==> config.mk <==
export PLATFORM = sky130hd
export DESIGN_NAME = hamming_encoder
export DESIGN_NICKNAME = d
export VERILOG_FILES = /design/src/rtl/hamming_encoder.sv
export SDC_FILE = /design/constraint.sdc
export NUM_CORES = 1
export LEC_CHECK = 0
export ABC_AREA = 0
export BUFFER_PORTS_ARGS = -buffer_cell sky130_fd_sc_hd__buf_2
export CAP_MARGIN = 5
export CORE_ASPECT_RATIO = 2
export CORE_MARGIN = 1
export CORE_UTILIZATION = 52
export DETAILED_ROUTE_END_ITERATION = 7
export MAX_ROUTING_LAYER = met4
export PLACE_DENSITY = 0.86
export SYNTH_ARGS = -nofsm -noshare
export SYNTH_HDL_FRONTEND = slang
export SYNTH_SLANG_ARGS = --single-unit
==> constraint.sdc <==
create_clock -name clk -period 3.7 [get_ports clk]
set_clock_uncertainty 0.15 [all_clocks]
set_input_delay 0 -clock clk [delete_from_list [all_inputs] [get_ports clk]]
set_output_delay 0 -clock clk [all_outputs]
set_load 0.01 [all_outputs]
==> src/rtl/hamming_encoder.sv <==
// SECDED encoder for the write side of the codec datapath.
// Two register stages: S1 captures the masked data word and its size, and S2
// holds the finished codeword. Both use a valid/ready handshake with
// full-throughput backpressure. In the illegal size mode the word still flows
// through, with a zero codeword and out_err set.
module hamming_encoder #(
   parameter int AMBA_WORD = 32,
   parameter int CNT_WIDTH = 16
) (
   input  logic                 clk,
   input  logic                 rst,
   input  logic                 in_valid,
   output logic                 in_ready,
   input  logic [AMBA_WORD-1:0] in_data,
   input  logic [1:0]           in_size,
   output logic                 out_valid,
   input  logic                 out_ready,
   output logic [AMBA_WORD-1:0] out_code,
   output logic                 out_err,
   output logic [CNT_WIDTH-1:0] enc_count
);

   localparam logic [1:0] SZ_SMALL  = 2'b00;
   localparam logic [1:0] SZ_MEDIUM = 2'b01;
   localparam logic [1:0] SZ_LARGE  = 2'b10;

   // Each data bit i is assigned the i-th 5-bit column of weight >= 2
   // (3, 5, 6, 7, 9, ...). Bit j of these masks marks the data bits whose
   // column has bit j set.
   localparam logic [25:0] PMASK0 = 26'h2AAAD5B;
   localparam logic [25:0] PMASK1 = 26'h333366D;
   localparam logic [25:0] PMASK2 = 26'h3C3C78E;
   localparam logic [25:0] PMASK3 = 26'h3FC07F0;
   localparam logic [25:0] PMASK4 = 26'h3FFF800;

   function automatic logic [25:0] mask_data(input logic [AMBA_WORD-1:0] d,
                                             input logic [1:0] sz);
      logic [25:0] m;
      case (sz)
         SZ_SMALL:  m = {18'b0, d[7:0]};
         SZ_MEDIUM: m = {10'b0, d[15:0]};
         SZ_LARGE:  m = d[25:0];
         default:   m = '0;
      endcase
      return m;
   endfunction

   function automatic logic [4:0] ham_parity(input logic [25:0] d);
      logic [4:0] p;
      p[0] = ^(d & PMASK0);
      p[1] = ^(d & PMASK1);
      p[2] = ^(d & PMASK2);
      p[3] = ^(d & PMASK3);
      p[4] = ^(d & PMASK4);
      return p;
   endfunction

   // Data bits above K are already zero, so they do not affect the parity.
   function automatic logic [AMBA_WORD-1:0] encode(input logic [25:0] d,
                                                   input logic [1:0] sz);
      logic [AMBA_WORD-1:0] c;
      logic [4:0]           p;
      p = ham_parity(d);
      c = '0;
      case (sz)
         SZ_SMALL: begin
            c[7:0]  = d[7:0];
            c[11:8] = p[3:0];
            c[12]   = ^{d[7:0], p[3:0]};
         end
         SZ_MEDIUM: begin
            c[15:0]  = d[15:0];
            c[20:16] = p;
            c[21]    = ^{d[15:0], p};
         end
         SZ_LARGE: begin
            c[25:0]  = d;
            c[30:26] = p;
            c[31]    = ^{d, p};
         end
         default: c = '0;
      endcase
      return c;
   endfunction

   logic                 s1_valid_q, s1_valid_d;
   logic [25:0]          s1_data_q, s1_data_d;
   logic [1:0]           s1_size_q, s1_size_d;
   logic                 out_valid_q, out_valid_d;
   logic [AMBA_WORD-1:0] out_code_q, out_code_d;
   logic                 out_err_q, out_err_d;
   logic [CNT_WIDTH-1:0] cnt_q, cnt_d;
   logic                 s2_adv;
   logic                 s1_take;

   // Handshake steering and next-state for both stages and the counter.
   always_comb begin
      s2_adv      = !out_valid_q || out_ready;
      s1_take     = !s1_valid_q || s2_adv;
      s1_valid_d  = s1_valid_q;
      s1_data_d   = s1_data_q;
      s1_size_d   = s1_size_q;
      out_valid_d = out_valid_q;
      out_code_d  = out_code_q;
      out_err_d   = out_err_q;
      cnt_d       = cnt_q;
      if (s1_take) begin
         s1_valid_d = in_valid;
         if (in_valid) begin
            s1_data_d = mask_data(in_data, in_size);
            s1_size_d = in_size;
         end
      end
      if (s2_adv) begin
         out_valid_d = s1_valid_q;
         if (s1_valid_q) begin
            out_code_d = encode(s1_data_q, s1_size_q);
            out_err_d  = (s1_size_q == 2'b11);
         end
      end
      if (out_valid_q && out_ready) begin
         cnt_d = cnt_q + 1'b1;
      end
   end

   // Control, S2 codeword and counter: cleared immediately on reset.
   always_ff @(posedge clk or posedge rst) begin
      if (rst) begin
         s1_valid_q  <= 1'b0;
         out_valid_q <= 1'b0;
         out_code_q  <= '0;
         out_err_q   <= 1'b0;
         cnt_q       <= '0;
      end else begin
         s1_valid_q  <= s1_valid_d;
         out_valid_q <= out_valid_d;
         out_code_q  <= out_code_d;
         out_err_q   <= out_err_d;
         cnt_q       <= cnt_d;
      end
   end

   // S1 payload; its contents only matter while s1_valid_q is set.
   always_ff @(posedge clk) begin
      s1_data_q <= s1_data_d;
      s1_size_q <= s1_size_d;
   end

   assign in_ready  = s1_take;
   assign out_valid = out_valid_q;
   assign out_code  = out_code_q;
   assign out_err   = out_err_q;
   assign enc_count = cnt_q;

endmodule

# --- After elaboration in Yosys (flattened, before gate mapping) ---
# Index checks and enable logic that the tools add are counted.
# Widths: inputs -> output; s select.
op_classes:
  add_sub_neg: 1
  n_eq_ne: 5
  muxes: 4
  reduce_logical: 18
op_table:
  columns: ["operator", "count"]
  rows:
  - ["$reduce_xor 26->1", 5]
  - ["$pmux 26 s3", 1]
  - ["$reduce_xor 31->1", 1]
  - ["$pmux 13 s2", 1]
  - ["$reduce_xor 21->1", 1]
  - ["$pmux 9 s2", 1]
  - ["$add 16x1->16 const B", 1]
  - ["$reduce_xor 12->1", 1]
  - ["$mux 10", 1]
  - ["$eq 2x2->1 const B", 3]
  - ["$eq 2x1->1 const B", 2]
  - ["$logic_not 2->1", 2]
  - ["$reduce_and 2->1", 2]
  - ["$logic_not 1->1", 2]
  - ["$logic_or 1x1->1", 2]
  - ["$reduce_or 2->1", 1]
  - ["$logic_and 1x1->1", 1]
word_totals:
  regBits: 79
  inputBits: 38
  out_inout_bits: 51
  elab_cells: 35

# --- Logic depth before layout (Yosys ltp) ---
# Gate-level depths: netlist (run 1).
depth:
  word_depth: 4
  ltp_mapped: 7
  depth_no_buf: 7

# --- Worst setup path after synthesis (run 1) ---
# OpenSTA, ideal clock, no wires.
synth_timing:
  path_kind: "register to register"
  start: "reg s1_data_q[25]"
  end: "reg out_code_q[12] (netlist: out_code[12])"
  setup_time_ps: 92
  arrival_time_ps: 2643
  required_time_ps: 3458
  setup_slack_ps: 815
  path_stages_with_launch: 7
  n_path_buf: 0
  period_less_slack_ps: 2885
  path_cell_list: "edfxtp_1 -> xor3_2 -> xnor3_1 -> xor3_1 -> xnor3_2 -> xnor3_1 -> o31ai_2"
synth_between:
  elab_chain_cells: 3
  word_cells_on_any_way: 6
  cone_classes: "mux (1); reduce/logical (5)"
synth_lines:
  columns: ["item", "line", "rtl"]
  rows:
  - ["start, declared", "87", "logic [25:0] s1_data_q, s1_data_d;"]
  - ["start signal, assigned", "145", "s1_data_q <= s1_data_d;"]
  - ["$reduce_xor 26->1 (on tied branches)", null, null]
  - ["$reduce_xor 12->1 (*)", "69", "c[12] = ^{d[7:0], p[3:0]};"]
  - ["$pmux 13 s2 (*)", "65", "case (sz)"]
  - ["end signal, assigned", "137", "out_code_q <= out_code_d;"]
  - ["end, declared", "90", "logic [AMBA_WORD-1:0] out_code_q, out_code_d;"]
# Every way passes the cells marked *; elsewhere a longest branch is shown, timed or not.
# A chain may end at the register's enable or synchronous reset.

# --- Worst setup path in the final report (run 1) ---
layout_timing:
  start: "reg s1_data_q[23]"
  end: "reg out_code_q[12] (netlist: out_code[12])"
layout_between:
  elab_chain_cells: 3
  word_cells_on_any_way: 5
  cone_classes: "mux (1); reduce/logical (4)"
layout_lines:
  columns: ["item", "line"]
  rows:
  - ["$reduce_xor 26->1 (on tied branches)", "50, 52, 53"]
  - ["$reduce_xor 12->1 (*)", "69"]
  - ["$pmux 13 s2 (*)", "65"]
# Marks and branches as above.

==> results.md, run 1 <==
* Outcome: complete, no violations
* Unrepaired setup endpoints after global routing: false
* Largest net degree at the start of global routing at 52
* Fin. max-slew vios at 0
* Distinct cells, synth at 29
* GRT overflow at 0
* CP startpoint kind: flop
* CTS tree: done
* Setup TNS at 0 ps
* Clock Tree Buf Depth at 2
* Cells after Synth at 302
* LEAKAGE at 2.29 nW
* Max-cap viol count at 0
* Drt initial violations at 177
* Kind of end point of the critical path: flop
* YS warnings at 0
* CTS Buf Count at 9
* Tot Pwr at 2.94 mW
* GRT met1 Usage at 0.238
* Avg Cell Area, Syn at 12.4 µm²
* Ports at 89
* Reg2reg setup slack at 620 ps
* Layout area overhead at 29.3%
* Worst-path fanout max at 4
* Initial antenna violation count at 0
* Die Y-Extent at 122 µm
* Fin nets at 463
* Family with the most delay on the worst path: XOR/XNOR gates
* Setup CP Type: reg2reg
* I/O Buffers at 82
* CP arrival at 3190 ps
* Share of cells above drive strength 1 at 0.231
* Post-synth top area cell: dfrtp_1
* First-pass GRT wire length at 13.0 mm
* HPWL Detailed at 6.19 mm
* Final Hold Fails at 0
* Layer carrying the most global-route usage: met2
* Fillers at 482
* Power density relative to cell area at 607 nW/µm²
* Resized Gates After CTS at 0
* Drt drc at 0
* Fin Hold WS at 272 ps
* Clock sinks at 79
* Worst hold path type: in2reg
* CP required at 3800 ps
* Post-route ant nets at 0
* Sequential-to-total area share from yosys stat at 0.565
* Clock-pin transition on the worst setup and hold timing paths at 60 ps
* Worst Path Buf+Inv at 0
* Critical path's most frequent cell: xnor3_1
* Post-Route WL at 8.55 mm
* Area contributors post-synth: dfrtp_1, edfxtp_1, xnor2_1, and2_1, xor2_1
* Clock root buffer: clkbuf_16
* Setup violations, final at 0
* Gpl congestion at 0.892
* Synthesized Nets at 345
* Die Footprint at 7570 µm²
* Die Width at 62.0 µm
* Worst slew margin relative to its limit at 0.163
* Max Freq at 0.324 GHz
* Post-Syn Area at 3750 µm²
* Min cycle time layout at 3080 ps
* Clock latency on the worst-skew pair at 340 ps
* Htree depth at 3
* Worst-Margin Slew at 1260 ps
* Number of global-route vias before repair at 2,690
* Share of the synthesized area in the top cell type at 0.340
* Detailed Routing Iterations Pass 1 at 4
* Met3 Use GR at 0.0520
* Vias per cell at 5.15
* Critical Path, Cell by Cell: xor3_2, xnor3_1, xor3_1, xnor3_2, xnor3_1, o31ai_2
* GRT met2 Usage at 0.467
* Gr usage total at 0.255
* # rows at 43
* Maximum vdd drop at 349 µV
* Max stage delay on crit path at 480 ps
* Vias at 2,654
* N_diodes at 0
* Pre-CTS WS at 625 ps
* Setup ws final at 616 ps
* Synth Register Bits at 79
* Critical-path top delay cell: edfxtp_1
* DR WL/cell at 16.6 µm
* Core Area at 6940 µm²
* Tcrit/Tclk final at 0.833
* Initial Util at 0.540
==> report_power, final <==
| part | switching (mW) | total, mW | internal, mW |
|---|---|---|---|
| logic | 0.450 | 0.946 | 0.496 |
| registers | 0.116 | 1.16 | 1.04 |
| clock network | 0.322 | 0.837 | 0.515 |
| total | 0.888 | 2.94 | 2.05 |
==> synth_stat cells (all sizes together) <==
master	instances
dfrtp	51
a22oi	9
nor2b	1
and3	1
and2	28
xor3	3
nor2	12
edfxtp	28
mux2	1
o21ai	12
a22o	17
nand4	3
o31ai	1
nand3b	1
a31oi	1
xnor2	39
clkbuf	6
nand2	32
xor2	19
xnor3	7
inv	7
nor3	2
nand2b	4
ha	5
o22ai	1
nand3	10
buf	1
==> state kept, by name (all words and copies together), names as in the netlist <==
signal / flops
out_err: 1
out_valid: 1
enc_count: 16
out_code: 32
s1_valid_q: 1
s1_data_q: 26
s1_size_q: 2
==> metrics by stage <==
step | util | area, µm² | std cells
floorplan | - | 3750 | 302
global placement | 0.612 | 4250 | 467
detailed placement | 0.612 | 4250 | 467
CTS | 0.699 | 4850 | 515
global route | 0.699 | 4850 | 515
finish | 0.699 | 4850 | 515
==> worst register-to-register path: stages, from the launching register on <==
cell	delay [ps]
edfxtp_1	480
xor3_2	440
xnor3_1	390
xor3_1	460
xnor3_2	480
xnor3_1	420
o31ai_2	170
==> area by class of cell <==
type	count	area, µm²	share of cell area
clock buffers	16	283	0.0583
multi-input cells	209	1580	0.326
well taps	90	113	0.0232
flip-flops and latches	79	2120	0.437
repair buffers	114	731	0.151
inverters	7	26.3	0.00542
==> cells by family (layout without fill, tap and decap cells) <==
kind of cell             after synthesis  count (layout)  synth area share
AND/OR/NAND/NOR                       94              94             0.124
adder cells (fa/ha/maj)                5               5            0.0167
flip-flops                            79              79             0.565
AO/OA/AOI/OAI                         41              41            0.0804
buffers and inverters                 14             137            0.0140
XOR/XNOR                              68              68             0.197
multiplexers                           1               1           0.00300
==> final timing paths <==
path,startpoint,to,cells after the start
setup / recovery,s1_data_q[23],out_code[12],6
hold / removal,in_size[1],s1_size_q[1],2
setup reg to reg,s1_data_q[23],out_code[12],6
hold reg to reg,out_code[24],out_code[24],2
max in group asynchronous,rst,out_code[24],3
min in group asynchronous,rst,enc_count[15],3
==> layout by cell type, fill, tap and decap left out, types with 2 or more instances in the layout <==
cell / instances
nand2_1: 32
a22o_1: 17
nor3_1: 2
xnor2_1: 39
dfrtp_1: 51
edfxtp_1: 28
buf_2: 82
xor2_1: 19
and2_1: 28
nand4_1: 3
dlygate4sd3_1: 32
a22oi_1: 9
xor3_1: 2
ha_1: 5
o21ai_0: 12
nand2b_1: 4
nand3_1: 10
xnor3_1: 6
clkbuf_16: 10
inv_1: 6
nor2_1: 12
clkbuf_1: 5
==> layer usage <==
metal	share of wire	vias to the layer above	wire, µm
met5	0	-	0
met2	0.60	78	5110
li1	-	1274	-
met3	0.027	17	232
met1	0.35	1285	2980
met4	0.027	0	227
==> repair_timing <==
action,4_1_cts,5_1_grt
hold endpoints to repair,84,0
setup buffers,0,0
hold buffers,32,0
Power figures use the tool's default switching activity.
==> inputs of run 2 (changes only) <==
--- a/config.mk
+++ b/config.mk
@@ -5,15 +5,15 @@
 export SDC_FILE = /design/constraint.sdc
 export NUM_CORES = 1
 export LEC_CHECK = 0
-export ABC_AREA = 0
+export ABC_AREA = 1
 export BUFFER_PORTS_ARGS = -buffer_cell sky130_fd_sc_hd__buf_2
 export CAP_MARGIN = 5
 export CORE_ASPECT_RATIO = 2
 export CORE_MARGIN = 1
-export CORE_UTILIZATION = 52
+export CORE_UTILIZATION = 50
 export DETAILED_ROUTE_END_ITERATION = 7
 export MAX_ROUTING_LAYER = met4
-export PLACE_DENSITY = 0.86
+export PLACE_DENSITY = 0.84
 export SYNTH_ARGS = -nofsm -noshare
 export SYNTH_HDL_FRONTEND = slang
 export SYNTH_SLANG_ARGS = --single-unit
==> constraint.sdc (replaced) <==
create_clock -name clk -period 2.8 [get_ports clk]
set_clock_uncertainty 0.15 [all_clocks]
set_input_delay 0 -clock clk [delete_from_list [all_inputs] [get_ports clk]]
set_output_delay 0 -clock clk [all_outputs]
set_load 0.01 [all_outputs]
==> run 2 against run 1 <==
  * First-iteration DRC count rose by 25%
  * Maximum frequency up 21%
  * Critical endpoint is now out_code[21]
  * Sequential cell count is the same
  * Highest routed layer unchanged
  * Sequential power is 34% higher
  * Core utilization fell by 6.5 points
  * Critical path depth up 14
  * Largest power group unchanged
  * Global-route usage fell by 1.0 points
  * Hold slack better by 12 ps
  * Area after synthesis grew 22%
  * Cell area up 17%
  * Register-to-register slack worse by 360 ps
==> results.md, run 2 <==
* CP arrival at 2620 ps
* Max stage delay on crit path at 530 ps
* # rows at 49
* Worst-Margin Slew at 1090 ps
* N_diodes at 0
* Initial Util at 0.512
* Most frequent cell after synthesis: nand2_1
* Vias at 4,163
* Power density relative to cell area at 693 nW/µm²
* Setup ws final at 255 ps
* GRT met2 Usage at 0.459
* Layer carrying the most global-route usage: met2
* GRT overflow at 0
* First-pass GRT wire length at 17.8 mm
* Critical path's most frequent cell: nand2_1
* I/O Buffers at 82
* Core Area at 8950 µm²
* Synth Register Bits at 79
* Cell area after layout at 5670 µm²
* LEAKAGE at 3.15 nW
* Maximum vdd drop at 454 µV
* Setup CP Type: reg2reg
* Distinct cells, synth at 33
* CP required at 2870 ps
* Clock sinks at 79
* Critical-path top delay cell: edfxtp_1
* Worst slew margin relative to its limit at 0.272
* Vias per cell at 5.15
* Clock latency on the worst-skew pair at 340 ps
* Ports at 89
* Sequential-to-total area share from yosys stat at 0.462
* Setup TNS at 0 ps
* Family with the most delay on the worst path: simple AND/OR/NAND/NOR gates
* Worst-path fanout max at 6
* CTS Buf Count at 9
* Ys flop type: dfrtp_1
* Drt drc at 0
* Setup violations, final at 0
* Met3 Use GR at 0.0417
* Post-CTS Setup Inserts at 0
* Most frequent cells in the layout: nand2_1, inv_1, buf_2
* # hold bufs at CTS at 33
* HPWL Detailed at 8.08 mm
* Max-cap viol count at 0
* Drt initial violations at 221
* Fin. max-slew vios at 0
* Post-synth top area cell: dfrtp_1
* Post-synth EDFFs at 28
* Tot Pwr at 3.93 mW
* Max reg flops at 32
* Critical Path, Cell by Cell: inv_1, nand2_1, nand2_1, nand2_1, nand2_1, nand2_1, nand2_1, nand2_1, nand3b_1, nand2_1, nand2_1, nand2_1, nand2_1, nand3_2, nand2_2, nand2_1, nand3_1, nand2_1, nand2_1, nand2_1
* Outcome: complete, no violations
* Gr usage total at 0.245
* CTS tree: done
* Max Freq at 0.393 GHz
* Post-Route WL at 11.0 mm
* Initial antenna violation count at 0
* GRT met1 Usage at 0.238
* Kind of end point of the critical path: flop
* DR WL/cell at 13.6 µm
* Post-route ant nets at 0
* Placement Cell Area at 5090 µm²
* Final Hold Fails at 0
* Pre-CTS WS at 337 ps
* Share of the synthesized area in the top cell type at 0.278
* Synthesized Nets at 626
* Tcrit/Tclk final at 0.909
* Share of cells above drive strength 1 at 0.184
* CP startpoint kind: flop
* Htree depth at 3
* Worst hold path type: in2reg
* Largest net degree at the start of global routing at 52
* Area contributors post-synth: dfrtp_1, edfxtp_1, nand2_1, inv_1, nand3_1
* Detailed Routing Iterations Pass 1 at 5
* Clock root buffer: clkbuf_16
* Fin nets at 746
* Die Y-Extent at 137 µm
* Unrepaired setup endpoints after global routing: false
* Top cells by count, synth: nand2_1, inv_1, dfrtp_1
* Min cycle time layout at 2550 ps
* Area of the multi-input gates at 2060 µm²
* Die Footprint at 9580 µm²
* Fillers at 763
* Die Width at 69.7 µm
* Clock Tree Buf Depth at 2
* Number of global-route vias before repair at 4,026
* Resized Gates After CTS at 0
* Register area at 2120 µm²
* Clock-pin transition on the worst setup and hold timing paths at 60 ps
* Cells after Synth at 583
* Worst Path Buf+Inv at 1
* Post-Syn Area at 4580 µm²
* Gpl congestion at 0.924
* Avg Cell Area, Syn at 7.86 µm²
* FFs w/ async S/R, synth at 0.646
* Layout area overhead at 23.8%
* YS warnings at 0
* Commonest non-fill, non-tap cell in the layout: nand2_1
run 2: cell count changes after synthesis, sizes merged, moves of 7 or more:
cell / previous run / this run
nand3: 10 / 49
and2: 28 / 0
nor2: 12 / 42
xnor2: 39 / 16
nand2: 32 / 220
xnor3: 7 / 0
a32o: 0 / 11
inv: 7 / 91
a22o: 17 / 4
run 2: logic make-up (layout without fill, tap and decap cells):
kind of cell             count (synthesis)  count (layout)  synth area share
adder cells (fa/ha/maj)                  5               5            0.0137
buffers and inverters                  101             225            0.0887
AND/OR/NAND/NOR                        316             316             0.288
multiplexers                             1               1           0.00246
AO/OA/AOI/OAI                           44              44            0.0677
XOR/XNOR                                37              37            0.0773
flip-flops                              79              79             0.462
run 2: layer usage:
layer / part of all wire / vias to the layer above / wire [µm]
met5: 0 / - / 0
met1: 0.36 / 1924 / 3920
met3: 0.039 / 36 / 431
met4: 0.040 / 0 / 438
met2: 0.56 / 127 / 6190
li1: - / 2076 / -
run 2: layout make-up:
type / count / area share
clock inverter: 4 / 0.00419
clock buffer: 11 / 0.0410
sequential: 79 / 0.373
timing repair buffer: 119 / 0.136
tap: 102 / 0.0225
inverter: 91 / 0.0602
multi-input combinational: 403 / 0.363
run 2: metrics by stage:
step / utilization / cells / hold slack [ps]
4_1_cts: 0.634 / 809 / 282
3_3_place_gp: 0.568 / 761 / 67.4
3_5_place_dp: 0.568 / 761 / 84.0
2_1_floorplan: - / 583 / -51.1
5_1_grt: 0.634 / 809 / 303
6_report: 0.634 / 809 / 284
run 2: final timing paths:
kind,startpoint,to,slack (ps),cells past startpoint
setup / recovery,s1_data_q[21],out_code[21],250,20
hold reg to reg,out_code[12],out_code[12],320,2
min in group asynchronous,rst,enc_count[4],340,3
setup reg to reg,s1_data_q[21],out_code[21],250,20
hold / removal,in_size[1],s1_size_q[1],280,2
max in group asynchronous,rst,out_code[27],1490,3
run 2: report_power, final:
part	switching (mW)	internal, mW	total [mW]	leakage, nW
combinational	0.828	0.523	1.35	2.08
sequential	0.160	1.40	1.56	0.948
clock	0.434	0.592	1.03	0.129
